<file path="src/rtl/ts_serial_deser.sv">
// rtl/ts_serial_deser.sv - serial MPEG-TS receiver: pin sync, bit deserialiser, packet alignment
// Bytes leave MSB-first aligned to SYNC_BYTE; sop/eop flag packet boundaries.
module ts_serial_deser #(
  parameter int         PKT_LEN   = 188,
  parameter logic [7:0] SYNC_BYTE = 8'h47,
  parameter bit         SYNC_HUNT = 1'b1,
  parameter int         CNT_W     = 16
) (
  input  logic             clk,
  input  logic             reset_n,
  input  logic             enable,
  input  logic             ts_clock,
  input  logic             ts_start,
  input  logic             ts_valid,
  input  logic             ts_data,
  output logic [7:0]       out_data,
  output logic             out_valid,
  output logic             out_sop,
  output logic             out_eop,
  output logic             locked,
  output logic             sync_err,
  output logic [CNT_W-1:0] pkt_cnt,
  output logic [7:0]       err_cnt
);

  localparam int BC_W = $clog2(PKT_LEN);

  typedef enum logic {S_HUNT, S_PKT} state_t;

  logic             r_clk_s1, r_clk_s2, r_clk_d;
  logic             r_start_s1, r_start_s2;
  logic             r_valid_s1, r_valid_s2;
  logic             r_data_s1, r_data_s2;
  state_t           r_state;
  logic [7:0]       r_shift;
  logic [2:0]       r_bit_cnt;
  logic [BC_W-1:0]  r_byte_cnt;
  logic [7:0]       r_out_data;
  logic             r_out_valid, r_out_sop, r_out_eop, r_sync_err;
  logic [CNT_W-1:0] r_pkt_cnt;
  logic [7:0]       r_err_cnt;

  logic             w_rise, w_take, w_last_byte;
  logic [7:0]       w_window;
  state_t           w_state_nx;
  logic [7:0]       w_shift_nx;
  logic [2:0]       w_bit_cnt_nx;
  logic [BC_W-1:0]  w_byte_cnt_nx;
  logic             w_emit, w_sop, w_eop, w_err, w_pkt_inc;

  assign w_rise      = r_clk_s2 & ~r_clk_d;
  assign w_take      = w_rise & r_valid_s2 & enable;
  assign w_window    = {r_shift[6:0], r_data_s2};
  assign w_last_byte = (r_byte_cnt == BC_W'(PKT_LEN - 1));

  always_ff @(posedge clk or negedge reset_n) begin
    if (!reset_n) begin
      r_clk_s1    <= 1'b0;
      r_clk_s2    <= 1'b0;
      r_clk_d     <= 1'b0;
      r_start_s1  <= 1'b0;
      r_start_s2  <= 1'b0;
      r_valid_s1  <= 1'b0;
      r_valid_s2  <= 1'b0;
      r_data_s1   <= 1'b0;
      r_data_s2   <= 1'b0;
      r_state     <= S_HUNT;
      r_shift     <= 8'h00;
      r_bit_cnt   <= 3'd0;
      r_byte_cnt  <= '0;
      r_out_data  <= 8'h00;
      r_out_valid <= 1'b0;
      r_out_sop   <= 1'b0;
      r_out_eop   <= 1'b0;
      r_sync_err  <= 1'b0;
      r_pkt_cnt   <= '0;
      r_err_cnt   <= 8'h00;
    end else begin
      r_clk_s1    <= ts_clock;
      r_clk_s2    <= r_clk_s1;
      r_clk_d     <= r_clk_s2;
      r_start_s1  <= ts_start;
      r_start_s2  <= r_start_s1;
      r_valid_s1  <= ts_valid;
      r_valid_s2  <= r_valid_s1;
      r_data_s1   <= ts_data;
      r_data_s2   <= r_data_s1;
      r_state     <= w_state_nx;
      r_shift     <= w_shift_nx;
      r_bit_cnt   <= w_bit_cnt_nx;
      r_byte_cnt  <= w_byte_cnt_nx;
      r_out_valid <= w_emit;
      r_out_sop   <= w_sop;
      r_out_eop   <= w_eop;
      r_sync_err  <= w_err;
      if (w_emit) begin
        r_out_data <= w_window;
      end
      if (w_pkt_inc) begin
        r_pkt_cnt <= r_pkt_cnt + 1'b1;
      end
      if (w_err && (r_err_cnt != 8'hFF)) begin
        r_err_cnt <= r_err_cnt + 8'd1;
      end
    end
  end

  always_comb begin
    w_state_nx    = r_state;
    w_shift_nx    = r_shift;
    w_bit_cnt_nx  = r_bit_cnt;
    w_byte_cnt_nx = r_byte_cnt;
    w_emit        = 1'b0;
    w_sop         = 1'b0;
    w_eop         = 1'b0;
    w_err         = 1'b0;
    w_pkt_inc     = 1'b0;
    if (!enable) begin
      w_state_nx    = S_HUNT;
      w_shift_nx    = 8'h00;
      w_bit_cnt_nx  = 3'd0;
      w_byte_cnt_nx = '0;
    end else if (w_take) begin
      case (r_state)
        S_HUNT: begin
          if (r_start_s2) begin
            w_state_nx    = S_PKT;
            w_shift_nx    = {7'd0, r_data_s2};
            w_bit_cnt_nx  = 3'd1;
            w_byte_cnt_nx = '0;
          end else if (SYNC_HUNT && (w_window == SYNC_BYTE)) begin
            // Sync found in the raw bit stream: it is byte 0, so emit it now.
            w_state_nx    = S_PKT;
            w_shift_nx    = w_window;
            w_emit        = 1'b1;
            w_sop         = 1'b1;
            w_bit_cnt_nx  = 3'd0;
            w_byte_cnt_nx = BC_W'(1);
          end else begin
            w_shift_nx = w_window;
          end
        end
        default: begin
          if (r_start_s2 && ((r_bit_cnt != 3'd0) || (r_byte_cnt != '0))) begin
            // Short packet: abandon it and treat this bit as the first of a new one.
            w_err         = 1'b1;
            w_shift_nx    = {7'd0, r_data_s2};
            w_bit_cnt_nx  = 3'd1;
            w_byte_cnt_nx = '0;
          end else begin
            w_shift_nx   = w_window;
            w_bit_cnt_nx = r_bit_cnt + 3'd1;
            if (r_bit_cnt == 3'd7) begin
              if ((r_byte_cnt == '0) && (w_window != SYNC_BYTE)) begin
                w_err         = 1'b1;
                w_state_nx    = S_HUNT;
                w_shift_nx    = 8'h00;
                w_bit_cnt_nx  = 3'd0;
                w_byte_cnt_nx = '0;
              end else begin
                w_emit = 1'b1;
                w_sop  = (r_byte_cnt == '0);
                w_eop  = w_last_byte;
                if (w_last_byte) begin
                  w_byte_cnt_nx = '0;
                  w_pkt_inc     = 1'b1;
                end else begin
                  w_byte_cnt_nx = r_byte_cnt + 1'b1;
                end
              end
            end
          end
        end
      endcase
    end
  end

  assign out_data  = r_out_data;
  assign out_valid = r_out_valid;
  assign out_sop   = r_out_sop;
  assign out_eop   = r_out_eop;
  assign locked    = (r_state == S_PKT);
  assign sync_err  = r_sync_err;
  assign pkt_cnt   = r_pkt_cnt;
  assign err_cnt   = r_err_cnt;

endmodule
</file>
<file path="config.mk">
export PLATFORM = sky130hd
export DESIGN_NAME = ts_serial_deser
export DESIGN_NICKNAME = d
export VERILOG_FILES = /design/src/rtl/ts_serial_deser.sv
export SDC_FILE = /design/constraint.sdc
export NUM_CORES = 1
export LEC_CHECK = 0
export ABC_CLOCK_PERIOD_IN_PS = 2350
export BUFFER_PORTS_ARGS = -buffer_cell sky130_fd_sc_hd__clkbuf_2
export CORE_MARGIN = 8
export CORE_UTILIZATION = 45
export CTS_CLUSTER_SIZE = 8
export DETAILED_ROUTE_END_ITERATION = 10
export PLACE_DENSITY_LB_ADDON = 0.08
export SYNTH_ARGS = -nofsm -noshare
export SYNTH_HDL_FRONTEND = slang
export SYNTH_SLANG_ARGS = --single-unit
</file>
<file path="constraint.sdc">
create_clock -name clk -period 2.35 [get_ports clk]
set_clock_uncertainty 0.1 [all_clocks]
set_input_delay 0.47 -clock clk [delete_from_list [all_inputs] [get_ports clk]]
set_output_delay 0.47 -clock clk [all_outputs]
set_load 0.01 [all_outputs]
</file>
==> run_results.csv <==
group,metric,value,unit
run_status,status,"complete, but fails checks",
run_status,violations,"setup timing",
min_path,hold_path_class,"in -> async",
placement,placedInstanceArea,3450,um^2
placement,hpwlAfterDp,4330,um
final_layout,nNetsFinal,349,
yosys,synthAdderAreaFrac,0.0307,
sta,setup_viol,18,
yosys,syn_area,2850,um^2
final_layout,register_area,1600,um^2
power_and_ir_drop,p_leak,0.00196,uW
worst_setup_path,worstPathArrival,2.59,ns
power_and_ir_drop,switching_share,0.236,
yosys,synth_top_area_cell,"dfrtp_1",
placement,finalWeightedCongestion,0.832,
power_and_ir_drop,peakVddDrop,0.454,mV
yosys,synth_xor_area_frac,0.0676,
floorplan,pin_count,44,
global_route,grt_pass1_vias,2212,
clock_tree,clock-sinks,64,
sta,finalHoldViolCount,0,
clock_tree,cts-buffers-inserted,9,
global_route,antenna_found_initial,0,
yosys,avgSynthCellArea,11.9,um^2
yosys,synth-simple-area-share,0.173,
power_and_ir_drop,seq_power_share,0.515,
power_and_ir_drop,powerDensity,563,nW/um^2
global_route,track_usage,0.150,
floorplan,floorplan.initialDensity,0.456,
floorplan,fp.dieArea,9130,um^2
sta,finalCritPeriodShare,1.05,
clock_tree,clk_latency,0.34,ns
power_and_ir_drop,pwr-share-comb,0.037,
global_route,grt_pass1_wl,10500,um
yosys,ys_top_cells_by_count,"64 x dfrtp_1, 19 x a22o_1, 19 x xnor2_1",
sta,period_needed,2.46,ns
drt,via_per_inst,5.25,
clock_tree,clock_path_buffers,2,
clock_tree,ctsRootBufferMaster,"clkbuf_8",
yosys,ys.flop_type,"dfrtp_1",
drt,vias,2189,
final_layout,drive_gt1_frac,0.397,
final_layout,antenna_cells,0,
power_and_ir_drop,netSwitchingPower,512,uW
sta,drv_slew,0,
clock_tree,clkSlewWorstSetupHoldPaths,0.07,ns
global_route,grt_overflow_total,0,
floorplan,die_h,95.6,um
yosys,synth_seq_area_share,0.562,
sta,max_freq,406,MHz
drt,wl_per_cell,15.5,um
sta,holdWs,0.0321,ns
drt,ant_nets,0,
worst_setup_path,crit_fanout,5,
drt,dr.pass1.iters,4,
yosys,synth.area.top_cells,"dfrtp_1 56%, a22o_1 5.8%, xnor2_1 5.8%, ha_1 3.1%, nand3_1 2.3%",
final_layout,multi_input_area,1350,um^2
worst_setup_path,start_kind,"flop",
yosys,synthMuxAreaShare,0.0198,
yosys,async_flop_share,1.00,
final_layout,syn_to_final_growth,35.5,%
yosys,syn_inst,239,
floorplan,fp.coreArea,6240,um^2
sta,fin_ws,-0.111,ns
yosys,syn_nets,253,
worst_setup_path,worstSetupPathType,"reg -> reg",
yosys,synth_edf_count,0,
power_and_ir_drop,power_frac_clock,0.448,
power_and_ir_drop,totalPowerFinal,2170,uW
yosys,synth_compound_area_frac,0.123,
yosys,synth_warnings,0,
run,maxCapViolCount,0,
final_layout,design_area,3860,um^2
worst_setup_path,critical_path_required,2.48,ns
yosys,ys_types,42,
yosys,synth_most_common_cell,"dfrtp_1",
drt,routed_wl,6480,um
global_route,grt_max_degree,65,
floorplan,rows,29,
clock_tree,cts_tree,"built",
sta,tightestPinTransition,0.448,ns
power_and_ir_drop,p_int,1660,uW
final_layout,fill_cells,513,
yosys,ys_ff_latch,64,
placement,numPortBuffers,43,
sta,relSlewSlack,0.700,
floorplan,die_w,95.6,um
sta,finalSetupTns,-0.861,ns
sta,grt_setup_unrepaired,"yes",
worst_setup_path,cp-end-kind,"flop",
clock_tree,h-tree-depth,3,
yosys,synth_top_cell_area_share,0.562,
drt,drt_iter0_markers,109,
drt,drc,0,
yosys,synth_top_family_by_area,"simple AND/OR/NAND/NOR gates",
==> cells by family after synthesis <==
kind of cell	after synthesis
DFF	64
muxes	4
buffers and inverters	14
xor gates and xnor gates	22
AOI/OAI and AO/OA	44
and+or+nand+nor	84
adders and majority gates	7
==> sequential cells by signal, summed over array words and instances (netlist names) <==
name and flops:
r_valid_s2 1, r_start_s2 1, sync_err 1, r_clk_s2 1
r_byte_cnt 8, r_data_s1 1, out_data 8, r_clk_d 1
err_cnt 8, r_shift 7, r_bit_cnt 3, r_data_s2 1
r_start_s1 1, r_clk_s1 1, locked 1, r_valid_s1 1
pkt_cnt 16, out_valid 1, out_eop 1, out_sop 1
==> cell usage in the layout, fill, tap and decap left out, types with 2 or more instances in the layout <==
cell	count
clkbuf_2	43
xnor2_1	19
nand4_1	6
a32o_1	2
clkinvlp_4	2
clkbuf_8	10
nor3_1	3
nand3_1	7
ha_1	6
xor2_1	3
or3_1	3
a21oi_1	3
nand3_2	6
buf_4	38
nor2b_1	6
and4b_1	2
nand4b_1	2
o21ai_0	4
inv_1	11
nor4_4	2
a31oi_1	3
nor2_4	3
a22o_1	19
nand2_1	14
nor2_1	4
dfrtp_1	64
mux2_4	3
buf_6	4
o21ai_1	5
and3_1	9
nor3_4	2
==> metrics by stage <==
stage                     setup WS (ns)  utilization  instances
after floorplan                  -0.140            -        239
after detailed placement         -0.125        0.553        393
after global routing             -0.168        0.619        417
final                            -0.111        0.619        417
after CTS                       -0.0500        0.595        412
after global placement          -0.0389        0.553        393
==> layer usage <==
layer / share of wire / vias to the layer above / track usage
li1: - / 1066 / -
met3: 0.053 / 11 / 0.0441
met2: 0.45 / 52 / 0.216
met5: 0 / - / 0
met1: 0.48 / 1060 / 0.195
met4: 0.019 / 0 / 0.0922
==> critical path: stages, from the launching register on <==
cell and delay (ns):
dfrtp_1 0.40, inv_2 0.06, ha_1 0.13, or4b_4 0.53, a211o_1 0.38, a31oi_4 0.22
nand2b_4 0.21, mux2_4 0.31
==> final cells by class <==
class | instances | share of cell area
inverters | 12 | 0.0117
clock inverters | 6 | 0.0175
repair buffers | 86 | 0.146
flip-flops and latches | 64 | 0.415
well taps | 77 | 0.0250
clock buffers | 10 | 0.0356
multi-input cells | 162 | 0.349
==> worst paths after layout <==
| check | from | to | slack (ns) | cells past startpoint |
|---|---|---|---|---|
| min in group clk | ts_data | r_data_s1$_DFF_PN0_ | 0.13 | 1 |
| worst max-delay path | r_byte_cnt[0]$_DFFE_PN0P_ | out_data[1]$_DFFE_PN0P_ | -0.11 | 7 |
| max in group asynchronous | reset_n | err_cnt[1]$_DFFE_PN0P_ | 1.84 | 2 |
| worst max register to register | r_byte_cnt[0]$_DFFE_PN0P_ | out_data[1]$_DFFE_PN0P_ | -0.11 | 7 |
| worst min register to register | r_valid_s1$_DFF_PN0_ | r_valid_s2$_DFF_PN0_ | 0.25 | 0 |
| worst min-delay path | reset_n | out_valid$_DFF_PN0_ | 0.03 | 2 |
==> what timing repair did <==
| action | CTS | global route |
|---|---|---|
| resized for setup | 8 | 21 |
| pin swaps | 5 | 9 |
| gates cloned | 0 | 1 |
| hold buffers | 0 | 0 |
| hold endpoints to repair | 0 | 0 |
| setup endpoints to repair | 25 | 44 |
| setup buffers | 4 | 4 |
==> power groups by stage <==
stage	Clock [uW]	Combinational, uW	Sequential, uW
after floorplan	0	31.0	1140
after global placement	0	80.4	1140
after detailed placement	0	80.7	1140
after CTS	1010	80.7	1120
after global routing	1050	92.5	1120
final	974	81.0	1120
No activity file was read; power rests on OpenSTA's default activity.
